$ cat src/rtl/atd_pkg.sv
// atd_pkg: FSM state type and default parameters shared by the ATD receiver
package atd_pkg;
    typedef enum logic {IDLE, RECV} atd_state_e;
    localparam int ATD_DATA_WIDTH     = 128;
    localparam int ATD_FIFO_DEPTH     = 4;
    localparam int ATD_MSB_FIRST      = 1;
    localparam int ATD_SAMPLE_EDGE    = 1;
    localparam int ATD_TIMEOUT_CYCLES = 64;
endpackage

$ cat src/rtl/atd_word_fifo.sv
// atd_word_fifo: show-ahead word FIFO; a push into a full FIFO only lands when a pop frees a slot
module atd_word_fifo import atd_pkg::*; #(
    parameter int WIDTH = ATD_DATA_WIDTH,
    parameter int DEPTH = ATD_FIFO_DEPTH
) (
    input  logic                     clk,
    input  logic                     rst,
    input  logic                     push,
    input  logic                     pop,
    input  logic [WIDTH-1:0]         din,
    output logic                     full,
    output logic                     empty,
    output logic [$clog2(DEPTH):0]   count,
    output logic [WIDTH-1:0]         head
);
    localparam int AW = $clog2(DEPTH);
    logic [WIDTH-1:0] mem [DEPTH];
    logic [AW-1:0] wr_ptr, rd_ptr;
    logic do_push, do_pop;
    assign empty   = count == '0;
    assign full    = count == (AW+1)'(DEPTH);
    assign do_pop  = pop & ~empty;
    assign do_push = push & (~full | do_pop);
    assign head    = empty ? '0 : mem[rd_ptr];
    always_ff @(posedge clk or posedge rst)
        if (rst) begin
            wr_ptr <= '0;
            rd_ptr <= '0;
            count  <= '0;
        end else begin
            if (do_push) wr_ptr <= wr_ptr + AW'(1);
            if (do_pop) rd_ptr <= rd_ptr + AW'(1);
            count <= count + (AW+1)'(do_push) - (AW+1)'(do_pop);
        end
    always_ff @(posedge clk)
        if (do_push) mem[wr_ptr] <= din;
endmodule

$ cat src/rtl/atd_rx_core.sv
// atd_rx_core: serial-to-parallel receiver for an asynchronous bit clock, with idle timeout and word FIFO
module atd_rx_core import atd_pkg::*; #(
    parameter int DATA_WIDTH     = ATD_DATA_WIDTH,
    parameter int FIFO_DEPTH     = ATD_FIFO_DEPTH,
    parameter int MSB_FIRST      = ATD_MSB_FIRST,
    parameter int SAMPLE_EDGE    = ATD_SAMPLE_EDGE,
    parameter int TIMEOUT_CYCLES = ATD_TIMEOUT_CYCLES
) (
    input  logic                          clk,
    input  logic                          rst,
    input  logic                          ATD_clk,
    input  logic                          ATD_data,
    input  logic                          data_taken,
    output logic                          data_ready,
    output logic [DATA_WIDTH-1:0]         ATD_parallel,
    output logic                          overflow,
    output logic                          frame_error,
    output logic [$clog2(FIFO_DEPTH):0]   fifo_count
);
    localparam int BW = $clog2(DATA_WIDTH+1);
    localparam int IW = $clog2(TIMEOUT_CYCLES+1);
    // ATD_clk chain resets to the post-edge level so reset release can never look like a sample edge
    localparam logic CK_RST = 1'(SAMPLE_EDGE != 0);
    logic ck_s1, ck_s2, ck_s3, d_s1, d_s2;
    logic edge_hit, word_done, full, empty;
    logic [DATA_WIDTH-1:0] shreg, shift_nxt;
    logic [BW-1:0] bit_cnt;
    logic [IW-1:0] idle_cnt;
    atd_state_e state;
    always_ff @(posedge clk or posedge rst)
        if (rst) begin
            {ck_s1, ck_s2, ck_s3} <= {3{CK_RST}};
            {d_s1, d_s2} <= '0;
        end else begin
            {ck_s1, ck_s2, ck_s3} <= {ATD_clk, ck_s1, ck_s2};
            {d_s1, d_s2} <= {ATD_data, d_s1};
        end
    assign edge_hit  = (SAMPLE_EDGE != 0) ? (ck_s2 & ~ck_s3) : (~ck_s2 & ck_s3);
    assign shift_nxt = (MSB_FIRST != 0) ? {shreg[DATA_WIDTH-2:0], d_s2} : {d_s2, shreg[DATA_WIDTH-1:1]};
    assign word_done = edge_hit && state == RECV && bit_cnt == BW'(DATA_WIDTH-1);
    assign data_ready = ~empty;
    always_ff @(posedge clk or posedge rst)
        if (rst) begin
            state       <= IDLE;
            shreg       <= '0;
            bit_cnt     <= '0;
            idle_cnt    <= '0;
            overflow    <= 1'b0;
            frame_error <= 1'b0;
        end else begin
            frame_error <= 1'b0;
            if (word_done && full && !data_taken) overflow <= 1'b1;
            case (state)
                IDLE:
                    if (edge_hit) begin
                        shreg    <= shift_nxt;
                        bit_cnt  <= BW'(1);
                        idle_cnt <= '0;
                        state    <= RECV;
                    end
                RECV:
                    if (edge_hit) begin
                        idle_cnt <= '0;
                        shreg    <= word_done ? '0 : shift_nxt;
                        bit_cnt  <= word_done ? '0 : bit_cnt + BW'(1);
                        state    <= word_done ? IDLE : RECV;
                    end else if (idle_cnt == IW'(TIMEOUT_CYCLES-1)) begin
                        shreg       <= '0;
                        bit_cnt     <= '0;
                        idle_cnt    <= '0;
                        frame_error <= 1'b1;
                        state       <= IDLE;
                    end else begin
                        idle_cnt <= idle_cnt + IW'(1);
                    end
                default: state <= IDLE;
            endcase
        end
    atd_word_fifo #(.WIDTH(DATA_WIDTH), .DEPTH(FIFO_DEPTH)) u_fifo (
        .clk   (clk),
        .rst   (rst),
        .push  (word_done),
        .pop   (data_taken),
        .din   (shift_nxt),
        .full  (full),
        .empty (empty),
        .count (fifo_count),
        .head  (ATD_parallel)
    );
endmodule

$ cat config.mk
export PLATFORM = sky130hd
export DESIGN_NAME = atd_rx_core
export DESIGN_NICKNAME = d
export VERILOG_FILES = /design/src/rtl/atd_pkg.sv /design/src/rtl/atd_word_fifo.sv /design/src/rtl/atd_rx_core.sv
export SDC_FILE = /design/constraint.sdc
export NUM_CORES = 1
export LEC_CHECK = 0
export CORE_ASPECT_RATIO = 0.6
export CORE_MARGIN = 2
export CORE_UTILIZATION = 56
export CTS_BUF_LIST = sky130_fd_sc_hd__clkbuf_4
export DETAILED_ROUTE_END_ITERATION = 16
export GPL_TIMING_DRIVEN = 0
export PLACE_DENSITY = 0.87
export SYNTH_ARGS = -nofsm -noshare
export SYNTH_HDL_FRONTEND = slang
export SYNTH_SLANG_ARGS = --single-unit
$ cat constraint.sdc
create_clock -name clk -period 5.18 [get_ports clk]
set_clock_uncertainty 0.05 [all_clocks]
set_input_delay 1.036 -clock clk [delete_from_list [all_inputs] [get_ports clk]]
set_output_delay 1.036 -clock clk [all_outputs]
set_load 0.02 [all_outputs]
==> impl_metrics.tcl, run 1 <==
set metrics [dict create \
    status "completed" \
    clock.fmax_mhz 209 \
    clock_latency_ns 0.84 \
    cts_htree_levels 4 \
    worstRegToRegCells 6 \
    via_per_inst 5.74 \
    worst_pin_slew_ns 1.08 \
    ioPinCount 139 \
    worstHoldEndpoint "d_s2$_DFF_PP0_" \
    ctsLongestPathBuffers 3 \
    worstSetupEndpointType "primary output" \
    max_stage_delay_ns 0.67 \
    dp_hpwl_mm 29.8 \
    ys_types 46 \
    remaining_drc_errors 0 \
    syn_inst 1227 \
    ys_warn_count 0 \
    r2r_slack_ns 1.98 \
    first_iter_violations 1135 \
    slew-limit-headroom_pct 28.3 \
    dr.pass1.iters 5 \
    hold_viol 0 \
    regArea_um2 19300 \
    grt.total_usage_pct 21.9 \
    cts.clk_slew.worst_paths_ns 0.07 \
    cap_violations 0 \
    grt_max_degree 59 \
    peakVddDrop_uv 144 \
    cts_tree "done" \
    crit_buf_inv 3 \
    yosysSeqAreaShare_pct 76.8 \
    critPathArrivalTime_ns 3.69 \
    synth.net_count 1240 \
    worstSetupPathType "reg2out" \
    drive_gt1_share_pct 27.2 \
    hold_path_class "reg2reg" \
    clock-sinks 669 \
    cts_made_buffers 152 \
    initial_core_util_pct 56.4 \
    period_share_pct 92.3 \
    final_antenna_net_count 0 \
    cp_max_fo 10 \
    reg2reg_to "u_fifo.mem[0][104]$_DFFE_PP_" \
    die_y_um 168 \
    post_drt_wl_per_cell_um 22.1 \
    leakage_uw 0.0114 \
    finish.utilization_pct 66.3 \
    layout.nets 1543 \
    die-area_um2 46700 \
    crit_slowest_cell "clkbuf_1" \
    rsz0062_at_grt "no" \
    dieWidth_um 278 \
    setup_viol 0 \
    core_um2 44600 \
    grt_pass1_wl_mm 76.9 \
    cellPowerDensity_nw_per_um2 343 \
    fillers 2845 \
    gp_congestion 0.738 \
    syn_area_per_cell_um2 20.5 \
    synth_async_sr_flop_share_pct 23.5 \
    critical_path.top_delay_family "buffers and inverters" \
    synth-edff-count 512 \
    worstPathCellList "clkbuf_1, buf_1, mux4_2, and2_1, clkdlybuf4s50_1" \
    areaGrowthSynthToFinish_pct 17.6 \
    start_kind "flop" \
    clock-root-buffer "clkbuf_4" \
    stdcell_area_um2 29600 \
    ys_ff_latch 669 \
    first_global_vias 13500 \
    multiInputGateArea_um2 5480 \
    final.min_clock_period_ns 4.78 \
    rows 60 \
    grt-ovfl-total 0 \
    vias 12900 \
    required_ns 4.09 \
    hold_path.startpoint "d_s1$_DFF_PP0_" \
    syn_area_um2 25200 \
    drv_slew 0 \
    worstHoldPathCells 0 \
    place_area_um2 27600 \
    grt_antenna_before_repair 1 \
    synth_ff_type "edfxtp_1" \
    io_buffers 138 \
    r2r_start "bit_cnt[0]$_DFFE_PP0P_" \
    wirelength_mm 49.6 \
]
metal layers:
layer,up-vias,GRT usage (%),wire [µm]
met5,-,0,0
met4,0,7.61,1100
met3,63,5.47,2970
met2,464,34.9,24200
met1,6696,30.0,21300
li1,5658,-,-
worst max-delay path by stage:
| stage | end | from | cells after the start |
|---|---|---|---|
| floorplan | u_fifo.mem[0][0]$_DFFE_PP_ | data_taken | 3 |
| global placement | u_fifo.mem[0][104]$_DFFE_PP_ | data_taken | 4 |
| detailed placement | ATD_parallel[29] | u_fifo.count[1]$_DFF_PP0_ | 5 |
| CTS | ATD_parallel[29] | u_fifo.count[1]$_DFF_PP0_ | 4 |
| global route | ATD_parallel[85] | u_fifo.rd_ptr[1]$_DFFE_PP0P_ | 5 |
| finish | ATD_parallel[85] | u_fifo.rd_ptr[1]$_DFFE_PP0P_ | 5 |
synthesized netlist by cell type (2+ instances only):
cell | instances | area, µm²
dfstp_2 | 3 | 78.8
and2_1 | 128 | 801
buf_4 | 7 | 52.6
mux4_2 | 128 | 2880
nand3_1 | 7 | 35.0
dfrtp_1 | 154 | 3850
or3_1 | 2 | 12.5
ha_1 | 7 | 87.6
a21oi_1 | 4 | 20.0
clkbuf_1 | 27 | 101
edfxtp_1 | 512 | 15400
nor2_1 | 9 | 33.8
nor3_1 | 3 | 15.0
a21o_1 | 2 | 15.0
xor2_1 | 2 | 17.5
and2_2 | 4 | 30.0
o21ai_0 | 9 | 45.0
inv_1 | 7 | 26.3
buf_1 | 4 | 15.0
a211o_1 | 2 | 17.5
nand2b_1 | 2 | 12.5
a22o_1 | 129 | 1130
xnor2_1 | 7 | 61.3
nand2_1 | 12 | 45.0
buf_2 | 35 | 175
timing repair:
item                                    4_1_cts  5_1_grt
endpoints found under the setup margin        8        0
buffers inserted                              0        0
gates resized for setup                       0        0
hold buffers                                  0        0
area by class of cell:
type | count | area share [%]
multi-input combinational | 478 | 18.5
sequential | 669 | 65.3
clock inverter | 37 | 0.694
clock buffer | 240 | 6.09
antenna | 2 | 0.0169
inverter | 7 | 0.102
tap | 589 | 2.49
buffer | 72 | 1.15
timing repair buffer | 150 | 5.66
through the flow:
| stage | hold WS, ns | std cells | total power (µW) | TNS [ns] | worst slack (ns) |
|---|---|---|---|---|---|
| after CTS | 0.309 | 2242 | 10200 | 0 | 0.285 |
| after global routing | 0.323 | 2244 | 10500 | 0 | 0.221 |
| after detailed placement | 0.294 | 1966 | 6130 | 0 | 0.828 |
| after global placement | 0.282 | 1954 | 6110 | -175.47 | -0.370 |
| final | 0.305 | 2244 | 10200 | 0 | 0.400 |
| after floorplan | 0.281 | 1227 | 6060 | 0 | 1.56 |
kinds of logic (layout without fill, tap and decap cells):
| logic type | count (synthesis) | in the layout | share of synthesized area [%] |
|---|---|---|---|
| and+or+nand+nor | 177 | 177 | 4.29 |
| DFF | 669 | 669 | 76.8 |
| AOI/OAI and AO/OA | 154 | 154 | 5.16 |
| buffers and inverters | 80 | 506 | 1.47 |
| muxes | 130 | 130 | 11.6 |
| other | 0 | 2 | 0 |
| adders and majority gates | 8 | 8 | 0.428 |
| xor gates and xnor gates | 9 | 9 | 0.313 |
sequential cells by signal (all words and copies together) (netlist names), 2 cells and up:
| signal | cells |
|---|---|
| bit_cnt | 8 |
| idle_cnt | 7 |
| shreg | 127 |
| u_fifo.count | 3 |
| u_fifo.mem | 512 |
| u_fifo.rd_ptr | 2 |
| u_fifo.wr_ptr | 2 |
power breakdown:
part	leakage [µW]	internal (µW)	switching (µW)
clock network	0.00120	2210	1930
logic	0.00253	59.1	105
registers	0.00765	5790	65.7
total	0.0114	8060	2100
layout by cell type (no fill, tap or decap), drive strengths merged, types with 10 or more instances in the layout:
master / instances
dfrtp: 154
a22o: 129
clkbuf: 266
nand2: 12
edfxtp: 512
o21ai: 10
clkinv: 30
mux4: 128
buf: 58
clkdlybuf4s50: 138
and2: 132
Power figures use the tool's default switching activity.
==> run 2: changes to the inputs <==
--- a/config.mk
+++ b/config.mk
@@ -12,6 +12,7 @@
 export DETAILED_ROUTE_END_ITERATION = 16
 export GPL_TIMING_DRIVEN = 0
 export PLACE_DENSITY = 0.87
+export SLEW_MARGIN = 20
 export SYNTH_ARGS = -nofsm -noshare
 export SYNTH_HDL_FRONTEND = slang
 export SYNTH_SLANG_ARGS = --single-unit
==> impl_metrics.tcl, run 2 (synthesis gave the netlist of run 1 again) <==
set metrics [dict create \
    status "completed" \
    post-place-ws_ns 1.23 \
    wirelength_met1_mm 21.4 \
    cp.depth 5 \
    clkPwrFrac_pct 41.2 \
    clock_latency_ns 0.84 \
    grt-ovfl-total 0 \
    wl_met2_mm 25.0 \
    dieWidth_um 278 \
    total_power_uw 10200 \
    post_drt_wl_per_cell_um 22.5 \
    io_buffers 138 \
    reg2reg_to "u_fifo.mem[3][21]$_DFFE_PP_" \
    core_um2 44600 \
    worst_pin_slew_ns 0.898 \
    seq_power_share_pct 57.2 \
    largest_register_ffs 512 \
    intPower_uw 8110 \
    required_ns 4.09 \
    worstPathCellList "clkbuf_1, clkbuf_1, mux4_2, and2_1, clkdlybuf4s50_1" \
    dr.pass1.iters 5 \
    crit_slowest_cell "clkbuf_1" \
    clock-root-buffer "clkbuf_4" \
    grt.total_usage_pct 22.4 \
    fillers 2805 \
    cts_tree "done" \
    clock-sinks 669 \
    drive_gt1_share_pct 27.6 \
    rows 60 \
    vias 13000 \
    final_antenna_net_count 0 \
    critPathLaunch "u_fifo.rd_ptr[1]$_DFFE_PP0P_" \
    layout_commonest_cell "edfxtp_1" \
    first_iter_violations 1201 \
    grt_antenna_before_repair 1 \
    grt_pass1_wl_mm 78.8 \
    crit_top_cell "clkbuf_1" \
    dr.max_layer_used "met4" \
    rsz0062_at_grt "no" \
    gp_congestion 0.738 \
    reg_top3 "u_fifo.mem: 512 flops, shreg: 127 flops, bit_cnt: 8 flops" \
    cap_violations 0 \
    p_switching_uw 2130 \
    worstRegToRegCells 7 \
    stdcell_area_um2 29700 \
    critPathArrivalTime_ns 3.67 \
    die-area_um2 46700 \
    post_cts_resized 0 \
    first_global_vias 13700 \
    final.min_clock_period_ns 4.76 \
    grt_max_degree 43 \
    place_area_um2 27700 \
    fin_tns_setup_ns 0 \
    wirelength_mm 50.6 \
    die_y_um 168 \
    combPwrFrac_pct 1.6 \
    hold_path_class "reg2reg" \
    dr_wl_met3_mm 3.40 \
    cts_htree_levels 4 \
    areaGrowthSynthToFinish_pct 18.1 \
    layout_setup_ws_ns 0.421 \
    largest-register "u_fifo.mem" \
    cellPowerDensity_nw_per_um2 345 \
    cts.clk_slew.worst_paths_ns 0.08 \
    crit_buf_inv 3 \
    placed_cells 1971 \
    remaining_drc_errors 0 \
    worstSetupEndpoint "ATD_parallel[49]" \
    period_share_pct 91.9 \
    start_kind "flop" \
    ctsHoldBuffers 0 \
    hold_viol 0 \
    cp_max_fo 10 \
    slew-limit-headroom_pct 39.4 \
    cts_made_buffers 152 \
    post-cts-setup-buffers 0 \
    r2r_start "bit_cnt[0]$_DFFE_PP0P_" \
    ctsLongestPathBuffers 3 \
    worstSetupPathType "reg2out" \
    r2r_slack_ns 2.06 \
    leakage_uw 0.0114 \
    p_sw_share_pct 20.8 \
    ioPinCount 139 \
    regArea_um2 19300 \
    layout.cells.non_filler 2248 \
    max_stage_delay_ns 0.68 \
    drv_slew 0 \
    multiInputGateArea_um2 5480 \
    clock.fmax_mhz 210 \
    peakVddDrop_uv 144 \
    setup_viol 0 \
    critical_path.top_delay_family "buffers and inverters" \
    worstSetupEndpointType "primary output" \
    dp_hpwl_mm 30.3 \
    layout.nets 1549 \
    initial_core_util_pct 56.4 \
    via_per_inst 5.77 \
    layout_common_cells "edfxtp_1 (512), clkbuf_4 (240), dfrtp_1 (154)" \
]
==> run 2: cell types whose count changed in the layout (fill, tap and decap cells not counted) <==
cell        before  now
buf_12           5   11
clkinv_1        25   22
clkinv_2         5    8
inv_2            3    1
buf_16           7    6
bufinv_16        2    3
clkbuf_2         0    1
clkinv_4         0    1
clkinvlp_4       3    2
diode_2          2    1
==> run 2: power by group through the flow <==
stage	registers (µW)	clock network, µW	logic [µW]
after global routing	5860	4570	188
after CTS	5850	4300	169
after floorplan	5950	0	112
after detailed placement	5970	0	168
final	5850	4210	167
after global placement	5960	0	149
==> run 2: layout make-up <==
cell class,instances,area share [%]
antenna,1,0.00843
multi-input combinational,478,18.4
tap,589,2.48
timing repair buffer,155,5.95
clock inverter,36,0.784
sequential,669,65.0
clock buffer,240,6.07
buffer,73,1.16
inverter,7,0.101
==> run 2: stage by stage <==
step,utilization [%],hold slack (ns)
after floorplan,-,0.281
after global placement,61.2,0.282
after detailed placement,62.0,0.294
after CTS,66.6,0.312
after global routing,66.6,0.325
final,66.6,0.309
==> run 2: metal layers <==
layer | up-vias | GRT usage, %
li1 | 5655 | -
met1 | 6724 | 31.1
met2 | 525 | 35.6
met3 | 69 | 5.75
met4 | 0 | 6.75
met5 | - | 0
==> run 2: how the worst min path moves through the flow <==
stage	start	cells after the start	end
final	d_s1$_DFF_PP0_	0	d_s2$_DFF_PP0_
after global routing	d_s1$_DFF_PP0_	0	d_s2$_DFF_PP0_
after CTS	d_s1$_DFF_PP0_	0	d_s2$_DFF_PP0_
after detailed placement	d_s1$_DFF_PP0_	0	d_s2$_DFF_PP0_
after global placement	d_s1$_DFF_PP0_	0	d_s2$_DFF_PP0_
after floorplan	d_s1$_DFF_PP0_	0	d_s2$_DFF_PP0_
==> run 3: changes to the inputs <==
--- a/config.mk
+++ b/config.mk
@@ -5,12 +5,11 @@
 export SDC_FILE = /design/constraint.sdc
 export NUM_CORES = 1
 export LEC_CHECK = 0
-export CORE_ASPECT_RATIO = 0.6
-export CORE_MARGIN = 2
 export CORE_UTILIZATION = 56
 export CTS_BUF_LIST = sky130_fd_sc_hd__clkbuf_4
 export DETAILED_ROUTE_END_ITERATION = 16
 export GPL_TIMING_DRIVEN = 0
+export HOLD_SLACK_MARGIN = 0.1
 export PLACE_DENSITY = 0.87
 export SLEW_MARGIN = 20
 export SYNTH_ARGS = -nofsm -noshare
==> impl_metrics.tcl, run 3 (synthesis gave the netlist of run 1 again) <==
set metrics [dict create \
    status "completed" \
    crit_slowest_cell "clkbuf_1" \
    layout.cells.non_filler 2274 \
    cp_max_fo 10 \
    cts_made_buffers 161 \
    clock.fmax_mhz 209 \
    worstRegToRegCells 6 \
    leakage_uw 0.0115 \
    worstSetupEndpointType "primary output" \
    worstHoldPathCells 0 \
    final.min_clock_period_ns 4.78 \
    clock-sinks 669 \
    grt_antenna_before_repair 2 \
    initial_core_util_pct 56.9 \
    first_iter_violations 895 \
    hold_path.startpoint "ck_s1$_DFF_PP1_" \
    dieWidth_um 214 \
    grt-ovfl-total 0 \
    grt_pass1_wl_mm 77.1 \
    crit_top_cell "clkbuf_1" \
    worst_pin_slew_ns 1.00 \
    wirelength_mm 49.4 \
    worstPathCellList "clkbuf_1, clkbuf_1, mux4_2, and2_1, clkdlybuf4s50_1" \
    first_global_vias 13900 \
    peakVddDrop_uv 208 \
    dp_hpwl_mm 29.5 \
    r2r_start "bit_cnt[0]$_DFFE_PP0P_" \
    layout_common_cells "edfxtp_1 (512), clkbuf_4 (247), dfrtp_1 (154)" \
    core_um2 44200 \
    max_stage_delay_ns 0.76 \
    reg_top3 "u_fifo.mem: 512 flops, shreg: 127 flops, bit_cnt: 8 flops" \
    clock-root-buffer "clkbuf_4" \
    layout_commonest_cell "edfxtp_1" \
    post_drt_wl_per_cell_um 21.7 \
    hold_viol 0 \
    cts_tree "done" \
    reg2reg_to "u_fifo.mem[3][24]$_DFFE_PP_" \
    areaGrowthSynthToFinish_pct 18.4 \
    grt_max_degree 48 \
    remaining_drc_errors 0 \
    rsz0062_at_grt "no" \
    vias 13000 \
    period_share_pct 92.3 \
    io_buffers 138 \
    cap_violations 0 \
    via_per_inst 5.70 \
    cts_htree_levels 4 \
    rows 77 \
    grt.total_usage_pct 22.2 \
    die_y_um 214 \
    ioPinCount 139 \
    drv_slew 0 \
    r2r_slack_ns 2.06 \
    ctsLongestPathBuffers 3 \
    start_kind "flop" \
    critical_path.top_delay_family "buffers and inverters" \
    setup_viol 0 \
    post-cts-setup-buffers 0 \
    crit_buf_inv 3 \
    die-area_um2 45800 \
    placed_cells 1971 \
    cp.depth 5 \
    ctsHoldBuffers 0 \
    drive_gt1_share_pct 27.5 \
    hold-worst-slack_ns 0.308 \
    worstHoldEndpoint "ck_s2$_DFF_PP1_" \
    post_cts_resized 0 \
    largest_register_ffs 512 \
    gp_congestion 0.735 \
    clock_latency_ns 0.82 \
    worstSetupPathType "reg2out" \
    largest-register "u_fifo.mem" \
    slew-limit-headroom_pct 33.1 \
    final_antenna_net_count 0 \
    layout.nets 1555 \
    cts.clk_slew.worst_paths_ns 0.07 \
    fillers 2797 \
    hold_path_class "reg2reg" \
    cellPowerDensity_nw_per_um2 348 \
    critPathArrivalTime_ns 3.70 \
    required_ns 4.09 \
    dr.pass1.iters 6 \
]
-- run 3: cell count changes in the layout (fill, tap and decap cells not counted), moves of 2 or more --
| cell | previous run | this run |
|---|---|---|
| clkbuf_4 | 240 | 247 |
| clkinv_2 | 8 | 4 |
| inv_2 | 1 | 5 |
| buf_12 | 11 | 6 |
| buf_16 | 6 | 8 |
| diode_2 | 1 | 3 |
| clkinv_1 | 22 | 39 |
-- run 3: how the worst max path moves through the flow --
stage,start,to,slack (ns)
6_report,u_fifo.rd_ptr[1]$_DFFE_PP0P_,ATD_parallel[39],0.40
5_1_grt,u_fifo.rd_ptr[1]$_DFFE_PP0P_,ATD_parallel[87],0.24
4_1_cts,u_fifo.count[1]$_DFF_PP0_,ATD_parallel[35],0.04
3_5_place_dp,u_fifo.count[1]$_DFF_PP0_,ATD_parallel[35],0.98
3_3_place_gp,data_taken,u_fifo.mem[0][67]$_DFFE_PP_,-0.40
2_1_floorplan,data_taken,u_fifo.mem[0][0]$_DFFE_PP_,1.56
-- run 3: layer usage --
metal  vias to the layer above  track usage [%]  wire length (µm)
met5                         -                0                 0
met4                         0             8.59              1040
met3                        75             5.13              2860
met2                       473             36.4             25200
met1                      6715             29.2             20300
li1                       5698                -                 -
-- run 3: worst register-to-register path: cells and delay by family, from the launching register on --
kind | cells | cell delay [ns]
adder cells (fa/ha/maj) | 1 | 0.24
flip-flops | 1 | 0.42
AND/OR/NAND/NOR | 4 | 1.70
buffers and inverters | 1 | 0.36
-- run 3: where the power goes --
part / internal, µW / switching (µW)
registers: 5790 / 67.2
clock network: 2330 / 2000
logic: 60.7 / 106
-- run 3: layout make-up --
cell class	instances	area (µm²)	area share [%]
clock inverters	53	290	0.975
repair buffers	152	1720	5.78
multi-input cells	478	5480	18.4
well taps	592	741	2.49
diodes	3	7.51	0.0252
plain buffers	73	345	1.16
clock buffers	247	1850	6.23
flip-flops and latches	669	19300	64.8
inverters	7	30.0	0.101
-- run 3: stage by stage --
step | setup slack, ns | util (%) | cell area, µm² | total power, µW | setup TNS [ns]
after floorplan | 1.56 | - | 25200 | 6060 | 0
after global placement | -0.396 | 61.7 | 27300 | 6110 | -181.74
after detailed placement | 0.975 | 62.5 | 27600 | 6140 | 0
after CTS | 0.0369 | 67.3 | 29800 | 10500 | 0
after global routing | 0.240 | 67.3 | 29800 | 10800 | 0
final | 0.398 | 67.3 | 29800 | 10400 | 0
